File: config.mk
export PLATFORM = sky130hd
export DESIGN_NAME = async_fifo_wr_ctrl_flat
export DESIGN_NICKNAME = d
export VERILOG_FILES = /design/src/rtl/async_fifo_wr_ctrl_if.sv /design/src/rtl/async_fifo_wr_ctrl.sv /design/src/flat_wrapper.sv
export SDC_FILE = /design/constraint.sdc
export NUM_CORES = 1
export LEC_CHECK = 0
export CORE_MARGIN = 2
export CORE_UTILIZATION = 43
export CTS_CLUSTER_SIZE = 24
export DETAILED_ROUTE_END_ITERATION = 8
export PLACE_DENSITY = 0.85
export SYNTH_ARGS = -nofsm -noshare
export SYNTH_HDL_FRONTEND = slang
export SYNTH_SLANG_ARGS = --single-unit
File: constraint.sdc
create_clock -name CLK -period 3.35 [get_ports CLK]
set_input_delay 0.5025 -clock CLK [delete_from_list [all_inputs] [get_ports CLK]]
set_output_delay 0.5025 -clock CLK [all_outputs]
set_load 0.05 [all_outputs]
File: src/rtl/async_fifo_wr_ctrl_if.sv
`default_nettype none
// ============================================================================
//  Module   : async_fifo_wr_ctrl_if
//  Purpose  : Bundles the write-side pointer controller's control and status
//             signals. The controller connects through the slave modport.
//             ALMOST_FULL is present only when ASYNC_FIFO_WR_ALMOST_FULL_EN
//             is defined.
//  Revision : 1.0 - initial release
// ============================================================================
interface async_fifo_wr_ctrl_if #(
    parameter int P_SIZE = 3
);
    logic                W_INC;
    logic                OVF_CLR;
    logic [P_SIZE:0]     RD_PTR_SYNC;
    logic                W_EN;
    logic [P_SIZE-1:0]   W_ADDR;
    logic [P_SIZE:0]     WR_PTR_GRAY;
    logic                FULL;
    logic [P_SIZE:0]     FILL_LEVEL;
    logic                OVERFLOW;
`ifdef ASYNC_FIFO_WR_ALMOST_FULL_EN
    logic                ALMOST_FULL;
`endif

    // Requester side: issues writes and supplies the synchronized read pointer
    modport master (
`ifdef ASYNC_FIFO_WR_ALMOST_FULL_EN
        input  ALMOST_FULL,
`endif
        output W_INC, OVF_CLR, RD_PTR_SYNC,
        input  W_EN, W_ADDR, WR_PTR_GRAY, FULL, FILL_LEVEL, OVERFLOW
    );

    // Controller side
    modport slave (
`ifdef ASYNC_FIFO_WR_ALMOST_FULL_EN
        output ALMOST_FULL,
`endif
        input  W_INC, OVF_CLR, RD_PTR_SYNC,
        output W_EN, W_ADDR, WR_PTR_GRAY, FULL, FILL_LEVEL, OVERFLOW
    );
endinterface
`default_nettype wire

File: src/rtl/async_fifo_wr_ctrl.sv
`default_nettype none
// ============================================================================
//  Module   : async_fifo_wr_ctrl
//  Purpose  : Write-domain pointer controller of a dual-clock FIFO. Keeps the
//             binary and Gray write pointers, gates memory writes with FULL,
//             and derives fill level and a sticky overflow flag from the
//             already-synchronized Gray read pointer.
//             Optional macro ASYNC_FIFO_WR_ALMOST_FULL_EN adds ALMOST_FULL.
//  Revision : 1.0 - initial release
// ============================================================================
module async_fifo_wr_ctrl #(
    parameter int P_SIZE    = 3
`ifdef ASYNC_FIFO_WR_ALMOST_FULL_EN
   ,parameter int AF_THRESH = 6
`endif
) (
    input  wire logic          CLK,
    input  wire logic          RST,
    async_fifo_wr_ctrl_if.slave bus
);

    localparam int c_PTR_W = P_SIZE + 1;

    logic [c_PTR_W-1:0] r_wb;
    logic [c_PTR_W-1:0] r_gray;
    logic               r_full;
    logic [c_PTR_W-1:0] r_fill;
    logic               r_ovf;

    logic               w_wen;
    logic [c_PTR_W-1:0] w_wb_next;
    logic [c_PTR_W-1:0] w_gray_next;
    logic [c_PTR_W-1:0] w_rb;
    logic [c_PTR_W-1:0] w_full_cmp;
    logic [c_PTR_W-1:0] w_fill_next;

    // Write strobe: blocked while full, and forced low during reset
    assign w_wen       = bus.W_INC & ~r_full & ~RST;
    assign w_wb_next   = r_wb + c_PTR_W'(w_wen);
    assign w_gray_next = w_wb_next ^ (w_wb_next >> 1);

    // Full when the next write pointer is exactly one lap ahead of the read
    // pointer; in Gray code that is the read pointer with its two MSBs inverted
    assign w_full_cmp  = {~bus.RD_PTR_SYNC[P_SIZE:P_SIZE-1],
                          bus.RD_PTR_SYNC[P_SIZE-2:0]};

    // Gray-to-binary: each binary bit is the XOR of all Gray bits at or above it
    always_comb begin
        w_rb = '0;
        for (int i = 0; i < c_PTR_W; i++) begin
            w_rb[i] = ^(bus.RD_PTR_SYNC >> i);
        end
    end

    // Occupancy as seen from the write side; modulo wrap is intentional
    assign w_fill_next = w_wb_next - w_rb;

    // Pointer, full and fill registers
    always_ff @(posedge CLK) begin
        if (RST) begin
            r_wb   <= '0;
            r_gray <= '0;
            r_full <= 1'b0;
            r_fill <= '0;
        end else begin
            r_wb   <= w_wb_next;
            r_gray <= w_gray_next;
            r_full <= (w_gray_next == w_full_cmp);
            r_fill <= w_fill_next;
        end
    end

    // Sticky overflow: a set in the same cycle as a clear wins
    always_ff @(posedge CLK) begin
        if (RST) begin
            r_ovf <= 1'b0;
        end else if (bus.W_INC & r_full) begin
            r_ovf <= 1'b1;
        end else if (bus.OVF_CLR) begin
            r_ovf <= 1'b0;
        end
    end

`ifdef ASYNC_FIFO_WR_ALMOST_FULL_EN
    logic r_af;

    // Almost-full uses the same modulo occupancy as FILL_LEVEL
    always_ff @(posedge CLK) begin
        if (RST) begin
            r_af <= 1'b0;
        end else begin
            r_af <= (w_fill_next >= c_PTR_W'(AF_THRESH));
        end
    end

    assign bus.ALMOST_FULL = r_af;
`endif

    assign bus.W_EN        = w_wen;
    assign bus.W_ADDR      = r_wb[P_SIZE-1:0];
    assign bus.WR_PTR_GRAY = r_gray;
    assign bus.FULL        = r_full;
    assign bus.FILL_LEVEL  = r_fill;
    assign bus.OVERFLOW    = r_ovf;

endmodule
`default_nettype wire

File: src/flat_wrapper.sv
// flat-port wrapper written by rule: the top's interface ports become plain ports
module async_fifo_wr_ctrl_flat 
#(
    parameter int P_SIZE    = 3

)
  (CLK, RST, bus_W_INC, bus_OVF_CLR, bus_RD_PTR_SYNC, bus_W_EN, bus_W_ADDR, bus_WR_PTR_GRAY, bus_FULL, bus_FILL_LEVEL, bus_OVERFLOW);
  async_fifo_wr_ctrl_if #(.P_SIZE(P_SIZE)) bus_i ();
  input  wire logic CLK;
  input  wire logic RST;
  input wire logic [$bits(bus_i.W_INC)-1:0] bus_W_INC;
  input wire logic [$bits(bus_i.OVF_CLR)-1:0] bus_OVF_CLR;
  input wire logic [$bits(bus_i.RD_PTR_SYNC)-1:0] bus_RD_PTR_SYNC;
  output wire logic [$bits(bus_i.W_EN)-1:0] bus_W_EN;
  output wire logic [$bits(bus_i.W_ADDR)-1:0] bus_W_ADDR;
  output wire logic [$bits(bus_i.WR_PTR_GRAY)-1:0] bus_WR_PTR_GRAY;
  output wire logic [$bits(bus_i.FULL)-1:0] bus_FULL;
  output wire logic [$bits(bus_i.FILL_LEVEL)-1:0] bus_FILL_LEVEL;
  output wire logic [$bits(bus_i.OVERFLOW)-1:0] bus_OVERFLOW;
  assign bus_i.W_INC = bus_W_INC;
  assign bus_i.OVF_CLR = bus_OVF_CLR;
  assign bus_i.RD_PTR_SYNC = bus_RD_PTR_SYNC;
  assign bus_W_EN = bus_i.W_EN;
  assign bus_W_ADDR = bus_i.W_ADDR;
  assign bus_WR_PTR_GRAY = bus_i.WR_PTR_GRAY;
  assign bus_FULL = bus_i.FULL;
  assign bus_FILL_LEVEL = bus_i.FILL_LEVEL;
  assign bus_OVERFLOW = bus_i.OVERFLOW;
  async_fifo_wr_ctrl #(.P_SIZE(P_SIZE)) u_core (.CLK(CLK), .RST(RST), .bus(bus_i));
endmodule
==> results of run 1 <==
==> flip-flops by register name (all words and copies together), names as in the netlist <==
signal                  flops
u_core.bus.OVERFLOW         1
u_core.r_wb                 3
u_core.bus.WR_PTR_GRAY      4
u_core.bus.FULL             1
u_core.bus.FILL_LEVEL       4
==> where the power goes <==
group	total (mW)	leakage [nW]	switching, mW	internal (mW)
Combinational	0.156	0.254	0.0929	0.0627
Clock	0.0981	0.0150	0.0520	0.0462
Sequential	0.171	0.106	0.00356	0.168
Total	0.425	0.375	0.148	0.276
==> through the flow <==
step                      total power [mW]  cell area, sq um
final                                0.425               938
after global routing                 0.442               938
after CTS                            0.428               938
after detailed placement             0.330               912
after global placement               0.327               912
after floorplan                      0.281               678
==> cells in the mapped netlist <==
cell	number	share of area [%]
dfxtp_1	13	39
nor2_1	12	6.7
xnor2_1	6	7.8
xor2_1	6	7.8
ha_1	4	7.4
nor2b_1	4	3.7
inv_1	3	1.7
nand3_1	3	2.2
a21oi_1	2	1.5
clkbuf_1	2	1.1
mux2_2	2	3.3
nand2_1	2	1.1
nor3_1	2	1.5
nor3b_1	2	2.2
or3_1	2	1.9
a221oi_2	1	2.2
and2_1	1	0.93
buf_6	1	1.7
mux2i_1	1	1.5
nand2b_1	1	0.93
o21ai_0	1	0.74
o22ai_1	1	0.93
xor2_2	1	2.4
==> cells by family after synthesis <==
logic type | after synthesis
AO/OA/AOI/OAI | 5
XOR/XNOR | 13
adder cells (fa/ha/maj) | 4
buffers and inverters | 6
flip-flops | 13
multiplexers | 3
AND/OR/NAND/NOR | 29
==> worst max-delay path by stage <==
stage                  startpoint                             endpoint  slack (ns)
2_1_floorplan                 RST  u_core.bus.FILL_LEVEL[2]$_SDFF_PP0_        0.13
3_3_place_gp   bus_RD_PTR_SYNC[3]  u_core.bus.FILL_LEVEL[2]$_SDFF_PP0_        0.41
3_5_place_dp   bus_RD_PTR_SYNC[3]  u_core.bus.FILL_LEVEL[2]$_SDFF_PP0_        0.34
4_1_cts        bus_RD_PTR_SYNC[3]  u_core.bus.FILL_LEVEL[2]$_SDFF_PP0_        0.61
5_1_grt        bus_RD_PTR_SYNC[3]  u_core.bus.FILL_LEVEL[2]$_SDFF_PP0_        0.41
6_report       bus_RD_PTR_SYNC[3]  u_core.bus.FILL_LEVEL[2]$_SDFF_PP0_        0.62
==> worst register-to-register path, cell delays in order, from the launching register on <==
cell and delay (ns):
dfxtp_1 0.33, nor3b_2 0.18, ha_1 0.22, ha_1 0.25, inv_1 0.10, xnor2_1 0.13
ha_1 0.22, nor2_1 0.06, mux2_2 0.27, o21ai_0 0.14, nor3b_1 0.17
==> layout make-up <==
type / count / area (sq um) / share of cell area [%]
Timing Repair Buffer: 24 / 233 / 24.8
Multi-Input combinational cell: 54 / 388 / 41.3
Sequential cell: 13 / 260 / 27.7
Inverter: 3 / 11.3 / 1.20
Clock buffer: 4 / 26.3 / 2.80
Tap cell: 16 / 20.0 / 2.13
==> routing by layer <==
layer | wire length (um) | vias up | global-route usage [%]
li1 | - | 288 | -
met1 | 545 | 265 | 16.4
met2 | 666 | 17 | 25.3
met3 | 62 | 4 | 2.92
met4 | 30 | 0 | 9.09
met5 | 0 | - | 0
==> summary.txt, run 1 <==
Status
  • Outcome: complete, no violations

Worst setup path
  • Top Family by Delay on Critical Path: XOR/XNOR gates
  • Crit-path cells: clkdlybuf4s50_1, xnor2_1, xor2_1, xnor2_1, ha_1, inv_1, ha_1, nor2_1, mux2_2, o21ai_0, nor3b_1
  • Crit Path Max Fanout: 4
  • CP max stage cell: clkdlybuf4s50_1
  • Crit path capture type: register
  • R2R cell count: 10
  • Kind of critical path: input port to register
  • Worst EP arrival: 2.93 ns
  • Startpoint Class: input port
  • Reg2Reg Setup Slack: 1.21 ns
  • CP bufs+invs: 2
  • Crit-path max cell delay: 0.49 ns
  • R2r endpoint: u_core.bus.FILL_LEVEL[2]$_SDFF_PP0_
  • Reg-to-reg startpoint: u_core.bus.FULL$_SDFF_PP0_
  • Worst endpoint required time: 3.55 ns
  • Cell depth of the worst setup path: 11

Clocking
  • H-tree depth: 1
  • CTS tree: built
  • CTS Buf Count: 3
  • Reg clk slew, reported paths: 0.08 ns
  • Post-CTS Resized: 0
  • CTS Hold Bufs: 0
  • Clock buffer depth: 2
  • CTS Root Cell: clkbuf_4
  • Worst-skew pair later-pin latency: 0.28 ns
  • TritonCTS Sinks: 13
  • Post-CTS Setup Bufs: 0

Logic synthesis
  • Synth Area in XOR/XNOR: 18.0%
  • Post-synthesis compound-gate area fraction: 5.39%
  • Synthesis Warnings: 0
  • Sequential fraction of the synthesis area: 38.7%
  • Seq cells post-synth: 13
  • Synthesized Nets: 85
  • Synth Instances: 73
  • Mux cell area share after synthesis: 4.83%
  • Simple-Gate Fraction of Synth Area: 21.2%
  • Syn Area/Cell: 9.22 sq um
  • Synth Area in Adders: 7.43%
  • Largest family of logic cells by synthesized area: simple AND/OR/NAND/NOR gates
  • Unique masters post-synth: 23
  • Mapped cell area: 673 sq um

STA
  • Tmin final: 2.73 ns
  • Clk_skew: 0.00405 ns
  • Period Utilization, post-route: 81.5%
  • Final hold vios: 0
  • Peak Freq: 0.366 GHz
  • Final setup TNS: 0 ns
  • Rel. slew slack: 66.3%
  • Final setup viols: 0
  • Worst hold slack: 0.474 ns
  • Slew Viols, Final: 0
  • Worst Tran Pin Value: 0.504 ns
  • RSZ-0062 raised after global routing: false
  • Worst setup margin: 0.621 ns

GRT
  • Total congestion overflow: 0
  • Antenna violations before repair: 0
  • Largest net degree at the start of global routing: 15
  • Number of global-route vias before repair: 497
  • First-pass GRT wire length: 2.03 mm
  • Tot GR Track Use: 14.7%

Die
  • Core area: 0.00149 sq mm
  • IO Pins: 22
  • Die height: 43.6 um
  • Die X: 43.6 um
  • Die Footprint: 0.00190 sq mm
  • Starting density of the core: 45.2%
  • Row count: 14

Worst hold path
  • Hold Path Stages: 2
  • Hold path start: u_core.bus.OVERFLOW$_SDFFE_PP0P_
  • Min-delay worst type: register to register
  • Hold Path End: u_core.bus.OVERFLOW$_SDFFE_PP0P_

Cells and area
  • Area grow syn2layout: 39.4%
  • Layout cells sized above 1: 11.2%
  • Fin cells: 114
  • Number of fill cells: 116
  • Finished Core Util: 63.0%
  • Most common cell after layout, fill and taps aside: clkdlybuf4s50_1
  • ANT cells: 0
  • Most frequent cells in the layout: clkdlybuf4s50_1, dfxtp_1, nor2_1, xnor2_1, xor2_1
  • Net count, final: 111

Routing
  • Detailed-route via count: 574
  • DR WL/cell: 11.4 um
  • Initial DRC count: 10
  • Vias/cell: 5.04
  • Antenna-violating nets left: 0
  • Final wirelength: 1.31 mm
  • DR DRC count: 0
  • First-pass DRT Iterations: 4

Placed design
  • Placed cell count: 110
  • HPWL after DPL: 1.02 mm
  • GPL Wtd Cong: 0.778
  • Worst slack, placed: 0.344 ns
  • Input/output buffers: 21

Pwr
  • Static Leak: 0.375 nW
  • Max VDD drop: 0.282 mV
  • Power per Cell Area: 453 mW/mm^2

Run
  • Max Cap Viol: 0
No activity file was read; power rests on OpenSTA's default activity.
==> inputs of run 2 (changes only) <==
--- a/config.mk
+++ b/config.mk
@@ -6,10 +6,10 @@
 export NUM_CORES = 1
 export LEC_CHECK = 0
 export CORE_MARGIN = 2
-export CORE_UTILIZATION = 43
+export CORE_UTILIZATION = 39
 export CTS_CLUSTER_SIZE = 24
 export DETAILED_ROUTE_END_ITERATION = 8
-export PLACE_DENSITY = 0.85
+export PLACE_DENSITY = 0.81
 export SYNTH_ARGS = -nofsm -noshare
 export SYNTH_HDL_FRONTEND = slang
 export SYNTH_SLANG_ARGS = --single-unit
==> constraint.sdc (replaced) <==
create_clock -name CLK -period 2.3 [get_ports CLK]
set_input_delay 0.345 -clock CLK [delete_from_list [all_inputs] [get_ports CLK]]
set_output_delay 0.345 -clock CLK [all_outputs]
set_load 0.05 [all_outputs]
==> run 2 against run 1 <==
  * Non-clock buffer count rose by 14
  * Critical path depth fell by 1
  * Final cell count rose by 13%
  * Wire length rose by 18%
  * Design area rose by 20%
  * Clock skew fell by 0.0031 ns
  * Clock power rose by 42%
  * Clock-buffer cell count did not move
  * Sequential share of layout area fell by 4.5 points
  * Utilization rose by 4.4 points
  * Global-route usage rose by 1.6 points
  * Critical path type is now register to register
  * Highest routed layer unchanged
==> summary.txt, run 2 (same netlist as run 1, synthesis figures left out) <==
Clocking
  • CTS Hold Bufs: 0 (unchanged)
  • Clock buffer depth: 2 (unchanged)
  • Reg clk slew, reported paths: 0.07 ns (about the same)
  • H-tree depth: 1 (unchanged)
  • TritonCTS Sinks: 13 (unchanged)
  • CTS Root Cell: clkbuf_4
  • CTS tree: built
  • CTS Buf Count: 3 (unchanged)
  • Worst-skew pair later-pin latency: 0.28 ns (about the same)

Status
  • Outcome: complete, no violations

Worst setup path
  • CP Launch Point: u_core.bus.FULL$_SDFF_PP0_
  • Worst EP arrival: 2.24 ns (-0.69 ns)
  • R2R cell count: 10 (unchanged)
  • Reg2Reg Setup Slack: 0.23 ns (-0.98 ns)
  • Crit path capture type: register
  • R2r endpoint: u_core.bus.FILL_LEVEL[2]$_SDFF_PP0_
  • Reg-to-reg startpoint: u_core.bus.FULL$_SDFF_PP0_
  • Kind of critical path: register to register
  • Crit path to: u_core.bus.FILL_LEVEL[2]$_SDFF_PP0_
  • Startpoint Class: register
  • Crit Path Max Fanout: 3 (-1)
  • Worst endpoint required time: 2.47 ns (-1.08 ns)

STA
  • Peak Freq: 0.484 GHz
  • Tmin final: 2.07 ns
  • Worst Tran Pin Value: 0.504 ns (+0.000379 ns)
  • RSZ-0062 raised after global routing: false
  • Final hold vios: 0 (unchanged)
  • Worst hold slack: 0.366 ns (-0.108 ns)
  • Rel. slew slack: 66.3% (about the same)
  • Worst setup margin: 0.234 ns (-0.387 ns)
  • Period Utilization, post-route: 89.8%
  • Slew Viols, Final: 0 (unchanged)
  • Final setup viols: 0 (unchanged)
  • Clk_skew: 0.000907 ns (-0.00314 ns)

Worst hold path
  • Min-delay worst type: input port to register

GRT
  • Largest net degree at the start of global routing: 15 (unchanged)
  • Number of global-route vias before repair: 581 (+17%)
  • Total congestion overflow: 0 (unchanged)
  • First-pass GRT wire length: 2.28 mm (+13%)
  • Antenna violations before repair: 0 (unchanged)
  • Tot GR Track Use: 16.3% (+1.6 points)

Placed design
  • Input/output buffers: 21 (unchanged)
  • HPWL after DPL: 1.20 mm (+17%)
  • Placed cell count: 123 (+12%)
  • GPL Wtd Cong: 0.755 (-2.9%)
  • Worst slack, placed: -0.354 ns (-0.697 ns)
  • Post-DP Area: 0.00106 sq mm (+16%)

Die
  • Core area: 0.00167 sq mm (+12%)
  • Row count: 15 (+1)
  • Die X: 45.5 um (+4.5%)
  • IO Pins: 22 (unchanged)
  • Die Footprint: 0.00207 sq mm (+9.3%)
  • Die height: 45.5 um (+4.5%)
  • Starting density of the core: 40.3% (-4.9 points)

Pwr
  • Pwr Total: 662 uW (+56%)
  • Net Switching: 225 uW (+52%)
  • Internal power: 437 uW (+58%)
  • Sw Ratio: 34.0% (-0.94 points)
  • Flop pwr share: 37.9% (-2.4 points)
  • Power per Cell Area: 588 mW/mm^2 (+30%)
  • Clock power frac: 21.0% (-2.1 points)
  • Static Leak: 0.494 nW (+32%)
  • Combinational power share: 41.1% (+4.5 points)
  • Max VDD drop: 0.381 mV (+35%)

Routing
  • Initial DRC count: 13 (+3)
  • Vias/cell: 4.85 (-3.6%)
  • DR WL/cell: 11.9 um (+4.0%)
  • Detailed-route via count: 626 (+9.1%)
  • Final wirelength: 1.54 mm (+18%)
  • Antenna-violating nets left: 0 (unchanged)
  • First-pass DRT Iterations: 4 (unchanged)
  • DR DRC count: 0 (unchanged)

Cells and area
  • Most common cell after layout, fill and taps aside: buf_4
  • Area grow syn2layout: 67.3%
  • Fin cells: 129 (+13%)
  • Number of fill cells: 117 (+0.86%)
  • ANT cells: 0 (unchanged)
  • Net count, final: 125 (+13%)
  • Design area: 0.00113 sq mm (+20%)
  • Layout cells sized above 1: 32.1% (+21 points)
  • Most frequent cells in the layout: buf_4, clkdlybuf4s50_1, nor2_1, dfxtp_1, xnor2_1

Run
  • Max Cap Viol: 0 (unchanged)
## run 2: power by group through the flow
stage | Clock (mW) | Sequential [mW] | Combinational [mW]
finish | 0.139 | 0.251 | 0.272
global route | 0.156 | 0.252 | 0.290
CTS | 0.141 | 0.251 | 0.271
detailed placement | 0 | 0.256 | 0.267
global placement | 0 | 0.255 | 0.261
floorplan | 0 | 0.324 | 0.106
## run 2: repair_timing
| item | in CTS | in global routing |
|---|---|---|
| setup buffers | 1 | 1 |
| pin swaps | 0 | 4 |
| gates resized for setup | 1 | 5 |
| setup endpoints to repair | 2 | 2 |
| hold endpoints to repair | 0 | 0 |
## run 2: how the worst min path moves through the flow
stage / slack, ns / start / depth (start not counted) / end
global route: 0.38 / bus_W_INC / 3 / u_core.bus.OVERFLOW$_SDFFE_PP0P_
finish: 0.37 / bus_W_INC / 3 / u_core.bus.OVERFLOW$_SDFFE_PP0P_
detailed placement: 0.48 / u_core.bus.OVERFLOW$_SDFFE_PP0P_ / 2 / u_core.bus.OVERFLOW$_SDFFE_PP0P_
global placement: 0.46 / u_core.bus.OVERFLOW$_SDFFE_PP0P_ / 2 / u_core.bus.OVERFLOW$_SDFFE_PP0P_
floorplan: 0.40 / RST / 1 / u_core.bus.FULL$_SDFF_PP0_
CTS: 0.49 / u_core.bus.OVERFLOW$_SDFFE_PP0P_ / 2 / u_core.bus.OVERFLOW$_SDFFE_PP0P_
## run 2: per-stage QoR
stage	util [%]	setup TNS (ns)
5_1_grt	67.4	0
3_3_place_gp	63.4	-0.778
2_1_floorplan	-	-0.709
4_1_cts	65.9	0
3_5_place_dp	63.4	-0.896
6_report	67.4	0
## run 2: critical path: stages (launching register included)
cell and delay (ns):
dfxtp_2 0.34, nor3b_4 0.20, ha_2 0.24, ha_4 0.21, inv_2 0.06, xnor2_1 0.13, ha_2 0.22, nor2_1 0.05
mux2_4 0.26, nor3_2 0.18, nor3b_2 0.06
## run 2: metal layers
| metal | vias up | track usage, % | part of all wire [%] |
|---|---|---|---|
| met2 | 23 | 28.5 | 51 |
| li1 | 313 | - | - |
| met1 | 285 | 15.5 | 40 |
| met5 | - | 0 | 0 |
| met4 | 0 | 12.4 | 2.9 |
| met3 | 5 | 5.16 | 5.7 |
## run 2: final cells by class
type | instances | area (sq um) | area share, %
tap | 17 | 21.3 | 1.89
inverter | 3 | 11.3 | 1.00
clock buffer | 4 | 26.3 | 2.33
sequential | 13 | 262 | 23.2
timing repair buffer | 38 | 358 | 31.8
multi-input combinational | 54 | 448 | 39.8
